**src/rtl/lvl_state_ctrl.sv**
```systemverilog
// Sequencer for the Sat Engine level-state array: forwards decisions, runs the
// backtrack-level search/apply, and streams level states in and out one level per beat.
module lvl_state_ctrl #(
    parameter int NUM_LVLS         = 8,
    parameter int WIDTH_LVL_STATES = 11,
    parameter int WIDTH_LVL        = 16,
    parameter int WIDTH_BIN_ID     = 10
) (
    input  logic                                 clk,
    input  logic                                 rst,
    input  logic                                 dcd_valid_i,
    input  logic [WIDTH_BIN_ID-1:0]              dcd_bin_i,
    input  logic [WIDTH_LVL-1:0]                 dcd_lvl_i,
    output logic                                 dcd_ready_o,
    input  logic                                 bkt_req_i,
    input  logic [WIDTH_LVL-1:0]                 max_lvl_i,
    output logic                                 bkt_done_o,
    output logic                                 bkt_found_o,
    output logic [WIDTH_LVL-1:0]                 bkt_lvl_o,
    output logic [WIDTH_BIN_ID-1:0]              bkt_bin_o,
    input  logic                                 load_start_i,
    input  logic                                 load_valid_i,
    input  logic [WIDTH_LVL_STATES-1:0]          load_data_i,
    output logic                                 load_ready_o,
    output logic                                 load_done_o,
    input  logic                                 store_start_i,
    output logic                                 store_valid_o,
    output logic [WIDTH_LVL_STATES-1:0]          store_data_o,
    input  logic                                 store_ready_i,
    output logic                                 store_done_o,
    output logic                                 busy_o,
    output logic                                 arr_valid_from_decision_o,
    output logic [WIDTH_BIN_ID-1:0]              arr_cur_bin_num_o,
    output logic [WIDTH_LVL-1:0]                 arr_cur_lvl_o,
    output logic [1:0]                           arr_findflag_left_o,
    input  logic [1:0]                           arr_findflag_left_i,
    output logic [WIDTH_LVL-1:0]                 arr_max_lvl_o,
    input  logic [WIDTH_BIN_ID-1:0]              arr_bkt_bin_i,
    input  logic [WIDTH_LVL-1:0]                 arr_bkt_lvl_i,
    output logic                                 arr_apply_bkt_o,
    output logic [NUM_LVLS-1:0]                  arr_wr_states_o,
    output logic [WIDTH_LVL_STATES*NUM_LVLS-1:0] arr_lvl_states_o,
    input  logic [WIDTH_LVL_STATES*NUM_LVLS-1:0] arr_lvl_states_i
);

    localparam int IDX_W = (NUM_LVLS > 1) ? $clog2(NUM_LVLS) : 1;

    typedef enum logic [2:0] {IDLE, SEARCH, EVAL, APPLY, LOAD, STORE} state_t;

    state_t state, state_nxt;

    logic [IDX_W-1:0]                                idx;
    logic [NUM_LVLS-1:0][WIDTH_LVL_STATES-1:0]       shadow;
    logic                                            dcd_pulse_q;
    logic [WIDTH_BIN_ID-1:0]                         cur_bin_q;
    logic [WIDTH_LVL-1:0]                            cur_lvl_q;
    logic [WIDTH_LVL-1:0]                            max_lvl_q;
    logic                                            found_q;
    logic [WIDTH_LVL-1:0]                            bkt_lvl_q;
    logic [WIDTH_BIN_ID-1:0]                         bkt_bin_q;
    logic                                            load_done_q;
    logic                                            store_done_q;

    logic is_idle, take_bkt, take_store, take_load, take_dcd;
    logic load_hs, store_hs, last_idx, eval_found;

    // Fixed request priority in IDLE: backtrack, store, load, decision.
    assign is_idle    = (state == IDLE);
    assign take_bkt   = is_idle & bkt_req_i;
    assign take_store = is_idle & ~bkt_req_i & store_start_i;
    assign take_load  = is_idle & ~bkt_req_i & ~store_start_i & load_start_i;
    assign take_dcd   = is_idle & ~bkt_req_i & ~store_start_i & ~load_start_i & dcd_valid_i;
    assign load_hs    = (state == LOAD) & load_valid_i;
    assign store_hs   = (state == STORE) & store_ready_i;
    assign last_idx   = (idx == IDX_W'(NUM_LVLS - 1));
    assign eval_found = (arr_findflag_left_i != 2'b00);

    always_ff @(posedge clk or negedge rst) begin
        if (!rst) state <= IDLE;
        else      state <= state_nxt;
    end

    always_comb begin
        state_nxt = state;
        case (state)
            IDLE: begin
                if (take_bkt)        state_nxt = SEARCH;
                else if (take_store) state_nxt = STORE;
                else if (take_load)  state_nxt = LOAD;
            end
            SEARCH:  state_nxt = EVAL;
            EVAL:    state_nxt = APPLY;
            APPLY:   state_nxt = IDLE;
            LOAD:    if (load_hs && last_idx)  state_nxt = IDLE;
            STORE:   if (store_hs && last_idx) state_nxt = IDLE;
            default: state_nxt = IDLE;
        endcase
    end

    always_ff @(posedge clk or negedge rst) begin
        if (!rst) begin
            idx          <= '0;
            shadow       <= '0;
            dcd_pulse_q  <= 1'b0;
            cur_bin_q    <= '0;
            cur_lvl_q    <= '0;
            max_lvl_q    <= '0;
            found_q      <= 1'b0;
            bkt_lvl_q    <= '0;
            bkt_bin_q    <= '0;
            load_done_q  <= 1'b0;
            store_done_q <= 1'b0;
        end else begin
            dcd_pulse_q  <= take_dcd;
            load_done_q  <= load_hs & last_idx;
            store_done_q <= store_hs & last_idx;
            if (take_dcd) begin
                cur_bin_q <= dcd_bin_i;
                cur_lvl_q <= dcd_lvl_i;
            end
            if (take_bkt) max_lvl_q <= max_lvl_i;
            // Search results are captured once; a missing level reports zeros.
            if (state == EVAL) begin
                found_q   <= eval_found;
                bkt_lvl_q <= eval_found ? arr_bkt_lvl_i : '0;
                bkt_bin_q <= eval_found ? arr_bkt_bin_i : '0;
            end
            if (take_store) shadow <= arr_lvl_states_i;
            if (take_load || take_store)  idx <= '0;
            else if (load_hs || store_hs) idx <= idx + 1'b1;
        end
    end

    always_comb begin
        arr_wr_states_o = '0;
        if (load_hs) arr_wr_states_o[idx] = 1'b1;
    end

    assign dcd_ready_o               = is_idle & rst;
    assign busy_o                    = ~is_idle;
    assign arr_valid_from_decision_o = dcd_pulse_q;
    assign arr_cur_bin_num_o         = cur_bin_q;
    assign arr_cur_lvl_o             = cur_lvl_q;
    assign arr_findflag_left_o       = 2'b00;
    assign arr_max_lvl_o             = max_lvl_q;
    assign arr_apply_bkt_o           = (state == APPLY) & found_q;
    assign bkt_done_o                = (state == APPLY);
    assign bkt_found_o               = found_q;
    assign bkt_lvl_o                 = bkt_lvl_q;
    assign bkt_bin_o                 = bkt_bin_q;
    assign load_ready_o              = (state == LOAD);
    assign load_done_o               = load_done_q;
    assign arr_lvl_states_o          = (state == LOAD) ? {NUM_LVLS{load_data_i}} : '0;
    assign store_valid_o             = (state == STORE);
    assign store_data_o              = (state == STORE) ? shadow[idx] : '0;
    assign store_done_o              = store_done_q;

endmodule

```
**config.mk**
```make
export PLATFORM = sky130hd
export DESIGN_NAME = lvl_state_ctrl
export DESIGN_NICKNAME = d
export VERILOG_FILES = /design/src/rtl/lvl_state_ctrl.sv
export SDC_FILE = /design/constraint.sdc
export NUM_CORES = 1
export LEC_CHECK = 0
export ABC_AREA = 1
export ABC_CLOCK_PERIOD_IN_PS = 1800
export BUFFER_PORTS_ARGS = -buffer_cell sky130_fd_sc_hd__buf_2
export CORE_AREA = 3 3 142 144
export CTS_BUF_LIST = sky130_fd_sc_hd__clkbuf_4 sky130_fd_sc_hd__clkbuf_8
export DETAILED_ROUTE_END_ITERATION = 6
export DIE_AREA = 0 0 145 147
export HOLD_SLACK_MARGIN = 0.05
export PLACE_DENSITY = 0.83
export SYNTH_ARGS = -nofsm -noshare
export SYNTH_HDL_FRONTEND = slang
export SYNTH_SLANG_ARGS = --single-unit
export TNS_END_PERCENT = 10
```
**constraint.sdc**
```tcl
create_clock -name clk -period 1.8 [get_ports clk]
set_input_delay 0.27 -clock clk [delete_from_list [all_inputs] [get_ports clk]]
set_output_delay 0.27 -clock clk [all_outputs]
set_load 0.01 [all_outputs]
```
==> impl_metrics.env, run 1 <==
export IMPL_status="finished with violations"
export IMPL_violations="setup timing"
export IMPL_rsz0062_at_grt="true"
export IMPL_track_usage_pct=27.2
export IMPL_critPathKind="reg2out"
export IMPL_max_cap_violations=0
export IMPL_crit_family="simple AND/OR/NAND/NOR gates"
export IMPL_row_count=50
export IMPL_synthTopCellsByArea="dfrtp_1 (51%), nand2_1 (23%), buf_4 (7.3%)"
export IMPL_seq_area_um2=4160
export IMPL_path_buf_inv=2
export IMPL_detail_route_first_pass_iterations=6
export IMPL_power_density_nw_per_um2=1390
export IMPL_drtIter0Drc=740
export IMPL_globalplace_congestion=0.896
export IMPL_cts_sink_count=166
export IMPL_cp_end_kind="output pin"
export IMPL_maxSlewViolCount=0
export IMPL_finalSetupViolations=109
export IMPL_root_buffer="clkbuf_8"
export IMPL_total_power_mw=17.2
export IMPL_whs_endpoint="bkt_bin_o[1]$_DFFE_PN0P_"
export IMPL_grt_pass1_vias=8838
export IMPL_setup_tns_ns=-26.01
export IMPL_cts_tree="done"
export IMPL_finClkSkew_ns=0.0134
export IMPL_layout_drive_gt1_share_pct=32.9
export IMPL_min_period_ns=2.18
export IMPL_worst_slack_ns=-0.382
export IMPL_die_area_um2=21300
export IMPL_fmax_ghz=0.458
export IMPL_clk_pin_slew_ns=0.10
export IMPL_wl_per_cell_um=16.8
export IMPL_max_stage_delay_ns=0.45
export IMPL_grt_max_degree=88
export IMPL_antenna_found_initial=2
export IMPL_worstPathCellList="nor3_4 > nand2_1 > buf_6 > nor4_2 > buf_2"
export IMPL_dpl_hpwl_mm=17.8
export IMPL_htree_levels=4
export IMPL_slew_headroom_pct=37.6
export IMPL_worst_pin_slew_ns=0.936
export IMPL_cts_buffers=17
export IMPL_drc=0
export IMPL_critical_path_arrival_ns=1.91
export IMPL_rrSetupSlack_ns=0.11
export IMPL_routed_via_count=8896
export IMPL_drt_wl_total_mm=29.9
export IMPL_clockBufferDepth=2
export IMPL_area_delta_synth_final_pct=51.4
export IMPL_die_h_um=147
export IMPL_reg2reg_to="shadow[51]$_DFFE_PN0P_"
export IMPL_worstSetupStartpointType="flip-flop"
export IMPL_ys_types=26
export IMPL_cp_max_fo=12
export IMPL_multi_input_area_um2=3070
export IMPL_via_per_inst=5.00
export IMPL_synth_warning_count=0
export IMPL_overflow=0
export IMPL_syn_inst=1060
export IMPL_worstRegToRegCells=9
export IMPL_core_um2=18800
export IMPL_finalNetCount=1684
export IMPL_finalHoldViolations=0
export IMPL_ir_worst_vdd_v=0.00105
export IMPL_start_util_pct=43.5
export IMPL_pin_count=364
export IMPL_yosys_area_top_type="dfrtp_1"
export IMPL_die_x_um=145
export IMPL_synth_seq_cells=166
export IMPL_r2r_start="state[2]$_DFFE_PN0P_"
export IMPL_hold_start="arr_bkt_bin_i[1]"
export IMPL_hold_path_depth=3
export IMPL_ant_nets=0
export IMPL_io_buffers=361
export IMPL_worst_path_max_delay_cell="dfrtp_2"
export IMPL_syn_area_um2=8190
export IMPL_insertion_delay_ns=0.46
export IMPL_required_ns=1.53
export IMPL_worst_hold_path_type="in2reg"
export IMPL_avgSynthCellArea_um2=7.72
export IMPL_leakage_nw=7.02
export IMPL_grt_pass1_wl_mm=47.0
export IMPL_seq_area_frac_synth_pct=50.7
export IMPL_timing_final_crit_share_pct=121
export IMPL_fillCellCount=1377
export IMPL_synth_top_area_share_pct=50.7
export IMPL_worstSetupStartpoint="state[1]$_DFFE_PN0P_"
metrics by stage:
step           hold WS (ns)  worst slack, ns  instance area [um^2]  std cells  utilization (%)
2_1_floorplan       -0.0256          -0.0733                  8190       1061                -
3_3_place_gp          0.387           0.0749                  9880       1587             52.5
3_5_place_dp          0.388           0.0355                  9880       1587             52.5
4_1_cts              0.0519           -0.326                 12100       1774             64.5
5_1_grt              0.0712           -0.487                 12400       1778             65.8
6_report             0.0745           -0.382                 12400       1779             65.8
how the worst max path moves through the flow:
stage                            to  cells after the start  slack, ns
6_report         arr_wr_states_o[2]                      5      -0.38
5_1_grt          arr_wr_states_o[2]                      5      -0.49
4_1_cts         arr_lvl_states_o[7]                      6      -0.33
3_5_place_dp   arr_lvl_states_o[68]                      5       0.04
3_3_place_gp    arr_lvl_states_o[2]                      5       0.07
2_1_floorplan  arr_lvl_states_o[11]                      6      -0.07
where the power goes:
group          internal, mW  switching, mW  total [mW]  leakage, nW
clock network          1.33           1.57        2.90        0.215
registers              5.44           1.09        6.53         2.09
logic                  3.09           4.69        7.78         4.71
cells in the final DEF, fill, tap and decap left out, types with 11 or more instances in the layout:
cell	netlist	layout
buf_12	0	11
buf_2	17	324
buf_4	80	28
buf_6	5	42
clkbuf_8	0	17
dfrtp_1	166	163
dlygate4sd3_1	0	151
inv_1	68	63
nand2_1	494	483
nand2_2	1	12
nand3_1	17	17
nand4_1	35	35
nor2_1	34	24
o21ai_0	67	65
cells by family (layout without fill, tap and decap cells):
group           Yosys count  in the layout  synth area share (%)
buf+inv                 208            665                  14.0
fa+ha+maj                 2              2                 0.306
compound gates           86             86                  5.30
flops                   166            166                  50.7
other cells               1              3                0.0458
simple gates            597            597                  29.6
layer usage:
metal	global-route usage, %	part of all wire [%]	vias up
li1	-	-	4087
met4	12.8	4.7	2
met2	45.6	49	621
met3	7.74	9.7	126
met5	0	0.043	-
met1	32.7	37	4060
area by class of cell:
type / count / area share [%]
Multi-Input combinational cell: 687 / 24.8
Clock buffer: 18 / 1.95
Timing Repair Buffer: 561 / 33.3
Clock inverter: 14 / 1.50
Inverter: 72 / 2.24
Antenna cell: 1 / 0.0202
Sequential cell: 166 / 33.5
Tap cell: 260 / 2.62
worst min-delay path: cells and delay by family:
kind            cells  cell delay (ns)
compound gates      1             0.08
buf+inv             2             0.14
cell usage after synthesis, drive strengths merged:
cell type	n
a21oi	12
buf	103
clkbuf	33
conb	1
dfrtp	166
ha	2
inv	72
nand2	496
nand3	17
nand4	36
nor2	37
nor3	2
nor4	9
o21ai	74
state kept, by name (all words and copies together) (netlist names):
name                       flops
shadow                        88
arr_cur_lvl_o                 16
arr_max_lvl_o                 16
bkt_lvl_o                     16
arr_cur_bin_num_o             10
bkt_bin_o                     10
idx                            3
state                          3
arr_valid_from_decision_o      1
bkt_found_o                    1
load_done_o                    1
store_done_o                   1
timing repair:
action / in CTS / in global routing
pin swaps: 11 / 9
setup endpoints to repair: 110 / 112
hold buffers: 151 / 0
endpoints found under the hold margin: 316 / 0
cloned: 1 / 1
buffers inserted: 3 / 3
gates resized for setup: 63 / 46
Note: power is estimated with default switching activity, not from simulation.
==> run 2: changes to the inputs <==
Settings changed: ABC_AREA 1 to default, CORE_AREA 3 3 142 144 to 3 3 139 141, DIE_AREA 0 0 145 147 to 0 0 142 144, PLACE_DENSITY 0.83 to 0.84.
==> run 2 against run 1 <==
  * The flow still finishes with violations (setup timing)
  * Total power increased by 7.6%
  * Utilization increased by 1.1 points
  * Clock skew decreased by 0.00099 ns
  * Clock power decreased by 3%
  * Register-to-register slack got worse by 0.16 ns
  * Largest cell class unchanged
  * Worst hold slack improved by 0.0010 ns
  * Sequential power increased by 4.9%
  * Largest power group unchanged
  * Design area decreased by 2.3%
  * Count of clock-buffer cells in the layout increased by 3
==> impl_metrics.env, run 2 <==
export IMPL_die_area_um2=20400
export IMPL_drtIter0Drc=426
export IMPL_yosysMostFrequentCell="dfrtp_1"
export IMPL_rsz0062_at_grt="true"
export IMPL_clockBufferDepth=2
export IMPL_finalNetCount=1261
export IMPL_finClkSkew_ns=0.0124
export IMPL_worst_slack_ns=-0.517
export IMPL_insertion_delay_ns=0.45
export IMPL_violations="setup timing"
export IMPL_status="finished with violations"
export IMPL_slew_headroom_pct=60.2
export IMPL_start_util_pct=43.5
export IMPL_drc=0
export IMPL_area_delta_synth_final_pct=53.9
export IMPL_async_reset_ff_share_pct=100
export IMPL_io_buffers=361
export IMPL_leakage_nw=6.15
export IMPL_critical_path_arrival_ns=2.05
export IMPL_synth_main_ff_cell="dfrtp_1"
export IMPL_max_cap_violations=0
export IMPL_clk_pin_slew_ns=0.09
export IMPL_pin_count=364
export IMPL_cts_sink_count=166
export IMPL_dpl_hpwl_mm=17.4
export IMPL_antenna_found_initial=1
export IMPL_fillCellCount=1206
export IMPL_ys_types=50
export IMPL_rrSetupSlack_ns=-0.05
export IMPL_routed_via_count=7169
export IMPL_overflow=0
export IMPL_cp_end_kind="output pin"
export IMPL_synth_warning_count=0
export IMPL_core_um2=18100
export IMPL_drt_wl_total_mm=29.1
export IMPL_die_h_um=144
export IMPL_ant_nets=0
export IMPL_whs_ns=0.0755
export IMPL_top_register="shadow"
export IMPL_synth_common_cells="dfrtp_1 (166), mux2_2 (116), buf_4 (81)"
export IMPL_synth_edf_count=0
export IMPL_syn_inst=603
export IMPL_numPlacedInstances=1132
export IMPL_post_route_util_pct=67.0
export IMPL_cts_buffers=17
export IMPL_synthTopCellsByArea="dfrtp_1 (53%), mux2_2 (17%), buf_4 (7.7%)"
export IMPL_finalSetupViolations=152
export IMPL_row_count=49
export IMPL_yosys_area_top_type="dfrtp_1"
export IMPL_worstSetupStartpointType="flip-flop"
export IMPL_critPathKind="reg2out"
export IMPL_detail_route_first_pass_iterations=5
export IMPL_synth_seq_cells=166
export IMPL_layout_common_cells="buf_2 (354), dfrtp_1 (161), dlygate4sd3_1 (141)"
export IMPL_power_density_nw_per_um2=1530
export IMPL_track_usage_pct=25.6
export IMPL_die_x_um=142
export IMPL_seq_area_um2=4160
export IMPL_required_ns=1.53
export IMPL_min_period_ns=2.32
export IMPL_syn_area_um2=7870
export IMPL_layout_drive_gt1_share_pct=61.5
export IMPL_grt_max_degree=105
export IMPL_grt_pass1_vias=7268
export IMPL_finalHoldViolations=0
export IMPL_via_per_inst=5.41
export IMPL_avgSynthCellArea_um2=13.0
export IMPL_fmax_ghz=0.432
export IMPL_timing_final_crit_share_pct=129
export IMPL_worst_pin_slew_ns=0.597
export IMPL_multi_input_area_um2=3260
export IMPL_largest_reg_flops=88
export IMPL_htree_levels=4
export IMPL_wl_per_cell_um=22.0
export IMPL_globalplace_congestion=0.849
export IMPL_worst_hold_path_type="in2reg"
export IMPL_grt_pass1_wl_mm=40.4
export IMPL_finalNonFillerCells=1326
export IMPL_seq_area_frac_synth_pct=52.8
export IMPL_synth_top_area_share_pct=52.8
export IMPL_final_common_cell="buf_2"
export IMPL_cts_tree="done"
export IMPL_maxSlewViolCount=0
export IMPL_cp_max_fo=10
export IMPL_root_buffer="clkbuf_8"
export IMPL_ir_worst_vdd_v=0.000810
[run 2: kinds of logic after synthesis]
group,after synthesis,synth area share (%)
XOR/XNOR,2,0.223
flip-flops,166,52.8
AO/OA/AOI/OAI,77,7.54
AND/OR/NAND/NOR,85,6.08
adder cells (fa/ha/maj),2,0.318
other,1,0.0477
multiplexers,153,22.9
buffers and inverters,117,10.1
[run 2: per-stage QoR]
stage               setup TNS [ns]  worst slack [ns]  cell area, um^2  power (mW)
floorplan                   -0.360           -0.0172             7880        11.1
global placement           -0.0674           -0.0372             9700        13.5
detailed placement         -0.0605           -0.0253             9700        13.8
CTS                         -24.10            -0.434            11700        17.2
global route                -40.38            -0.639            12100        19.3
finish                      -23.35            -0.517            12100        18.5
[run 2: worst paths after layout]
kind,start,endpoint,cells past startpoint
max reg2reg,state[1]$_DFFE_PN0P_,arr_cur_lvl_o[15]$_DFFE_PN0P_,8
min reg2reg,arr_max_lvl_o[1]$_DFFE_PN0P_,arr_max_lvl_o[1]$_DFFE_PN0P_,1
max in group asynchronous,rst,state[1]$_DFFE_PN0P_,3
min in group asynchronous,rst,shadow[19]$_DFFE_PN0P_,2
max,idx[1]$_DFFE_PN0P_,store_data_o[3],6
min,arr_lvl_states_i[33],shadow[33]$_DFFE_PN0P_,2
[run 2: power breakdown]
group	switching (mW)	leakage (nW)	internal (mW)
combinational	4.06	3.92	4.78
sequential	1.35	2.03	5.50
clock	1.46	0.202	1.36
[run 2: layout make-up]
type / instances / area share (%)
well taps: 229 / 2.37
flip-flops and latches: 166 / 34.4
repair buffers: 570 / 32.7
diodes: 3 / 0.0620
multi-input cells: 321 / 26.9
clock inverters: 10 / 0.992
inverters: 6 / 0.217
clock buffers: 21 / 2.34
[run 2: routing by layer]
metal / share of wire, % / vias up / global-route usage, % / wire, um
li1: - / 3007 / - / -
met1: 33 / 3527 / 28.3 / 9720
met2: 55 / 511 / 48.2 / 16000
met3: 7.1 / 124 / 5.92 / 2080
met4: 4.5 / 0 / 8.69 / 1320
met5: 0 / - / 0 / 0
[run 2: timing repair]
item | in CTS | in global routing
hold buffers | 133 | 8
hold endpoints to repair | 151 | 8
endpoints found under the setup margin | 112 | 121
gates cloned | 1 | 0
pin swaps | 20 | 8
gates resized for setup | 61 | 57
setup buffers | 2 | 16
[run 2: critical path: stages, from the launching register on]
cell,delay (ns)
dfrtp_2,0.47
bufbuf_16,0.30
nand3b_1,0.18
a21oi_1,0.28
a211oi_2,0.07
nor2_1,0.14
buf_2,0.15
==> run 3: changes to the inputs <==
Settings changed: ABC_CLOCK_PERIOD_IN_PS 1800 to 2470.
Clock period 1.8 ns to 2.47 ns, I/O delays scaled along.
==> run 3 against run 2 <==
  * The run now ends clean
  * Utilization fell by 12 points
  * Routed wire length fell by 24%
  * Sequential power fell by 29%
  * Global-route usage fell by 4.7 points
  * Sequential cell count did not move
  * Largest cell class unchanged
==> impl_metrics.env, run 3 (synthesized netlist as in run 2, its figures left out) <==
export IMPL_cts_buffers=17
export IMPL_grt_pass1_wl_mm=33.0
export IMPL_numPlacedInstances=1095
export IMPL_routed_via_count=5785
export IMPL_die_area_um2=20400
export IMPL_leakage_nw=5.21
export IMPL_io_buffers=361
export IMPL_clockBufferDepth=2
export IMPL_drc=0
export IMPL_dpl_hpwl_mm=17.1
export IMPL_whs_ns=0.0357
export IMPL_wl_per_cell_um=19.6
export IMPL_track_usage_pct=20.9
export IMPL_cts_tree="done"
export IMPL_ir_worst_vdd_v=0.000627
export IMPL_grt_max_degree=167
export IMPL_min_period_ns=2.43
export IMPL_finalHoldViolations=0
export IMPL_detail_route_first_pass_iterations=4
export IMPL_largest_reg_flops=88
export IMPL_maxSlewViolCount=0
export IMPL_cts_sink_count=166
export IMPL_drt_wl_total_mm=22.2
export IMPL_grt_pass1_vias=5926
export IMPL_slew_headroom_pct=37.2
export IMPL_drtIter0Drc=337
export IMPL_clk_pin_slew_ns=0.09
export IMPL_fmax_ghz=0.412
export IMPL_required_ns=2.10
export IMPL_layout_common_cells="buf_2 (361), dfrtp_1 (163), mux2_2 (115)"
export IMPL_globalplace_congestion=0.860
export IMPL_insertion_delay_ns=0.45
export IMPL_area_delta_synth_final_pct=26.1
export IMPL_cp_end_kind="output pin"
export IMPL_rrSetupSlack_ns=0.57
export IMPL_critical_path_arrival_ns=2.06
export IMPL_max_cap_violations=0
export IMPL_ant_nets=0
export IMPL_cp_max_fo=8
export IMPL_r2r_start="state[1]$_DFFE_PN0P_"
export IMPL_top_register="shadow"
export IMPL_finalNetCount=1070
export IMPL_fillCellCount=1512
export IMPL_finClkSkew_ns=0.0160
export IMPL_worst_hold_path_type="in2async"
export IMPL_placed_cell_area_um2=9360
export IMPL_reg2reg_to="shadow[57]$_DFFE_PN0P_"
export IMPL_overflow=0
export IMPL_die_x_um=142
export IMPL_worstRegToRegCells=6
export IMPL_htree_levels=4
export IMPL_pin_count=364
export IMPL_status="complete, no violations"
export IMPL_power_density_nw_per_um2=1200
export IMPL_die_h_um=144
export IMPL_post_route_util_pct=54.9
export IMPL_worst_pin_slew_ns=0.942
export IMPL_final_common_cell="buf_2"
export IMPL_antenna_found_initial=0
export IMPL_worstSetupStartpointType="flip-flop"
export IMPL_finalSetupViolations=0
export IMPL_diodes=0
export IMPL_via_per_inst=5.11
export IMPL_total_power_mw=11.9
export IMPL_critPathKind="reg2out"
export IMPL_row_count=49
export IMPL_start_util_pct=43.5
export IMPL_stdcell_area_um2=9920
export IMPL_finalNonFillerCells=1133
export IMPL_holdBufCountCts=0
export IMPL_layout_drive_gt1_share_pct=64.3
export IMPL_core_um2=18100
export IMPL_timing_final_crit_share_pct=98.3
export IMPL_root_buffer="clkbuf_8"
-- run 3: cell types whose count changed in the layout (fill, tap and decap cells not counted), moves of 5 or more --
cell and change:
buf_6 -10, mux2_4 -8, and2_4 -14, buf_4 -40
dlygate4sd3_1 -141, buf_2 +7, and2_2 +7, and2_1 +7
a21oi_1 +6, a21oi_2 -6, mux2_2 +8, buf_12 -5
-- run 3: report_power, final --
group | leakage, nW | switching [mW] | internal (mW)
clock | 0.200 | 1.07 | 0.953
combinational | 2.97 | 2.35 | 2.65
sequential | 2.03 | 0.887 | 4.00
-- run 3: metal layers --
metal | part of all wire, % | global-route usage, %
met1 | 38 | 25.2
met2 | 54 | 37.7
met3 | 6.2 | 4.27
met4 | 1.7 | 6.11
met5 | 0 | 0
-- run 3: how the worst max path moves through the flow --
stage                               from                   end  slack (ns)
finish                idx[0]$_DFFE_PN0P_       store_data_o[1]        0.04
CTS                   idx[0]$_DFFE_PN0P_       store_data_o[9]       -0.03
global route          idx[2]$_DFFE_PN0P_       store_data_o[6]       -0.04
floorplan           state[1]$_DFFE_PN0P_  arr_lvl_states_o[11]        0.43
global placement      idx[0]$_DFFE_PN0P_       store_data_o[9]        0.26
detailed placement    idx[0]$_DFFE_PN0P_       store_data_o[9]        0.26
-- run 3: layout make-up --
| type | instances | area, um^2 | share of cell area [%] |
|---|---|---|---|
| clock buffer | 18 | 248 | 2.50 |
| sequential | 166 | 4160 | 41.9 |
| multi-input combinational | 321 | 3010 | 30.4 |
| tap | 229 | 287 | 2.89 |
| clock inverter | 14 | 163 | 1.64 |
| timing repair buffer | 379 | 2030 | 20.4 |
| inverter | 6 | 22.5 | 0.227 |
-- run 3: through the flow --
step | TNS, ns | setup slack [ns]
floorplan | 0 | 0.426
global placement | 0 | 0.258
detailed placement | 0 | 0.259
CTS | -0.0347 | -0.0282
global route | -0.0732 | -0.0377
finish | 0 | 0.0420
-- run 3: repair_timing --
item | in CTS | in global routing
gates resized for setup | 6 | 27
setup buffers | 0 | 6
setup endpoints to repair | 28 | 101
pin swaps | 0 | 3
-- run 3: critical path: stages, from the launching register on --
cell and delay, ns:
dfrtp_4 0.55, buf_12 0.16, buf_4 0.13, mux2_2 0.28, nand3_1 0.10, o221a_2 0.20
a21oi_2 0.06, buf_2 0.14
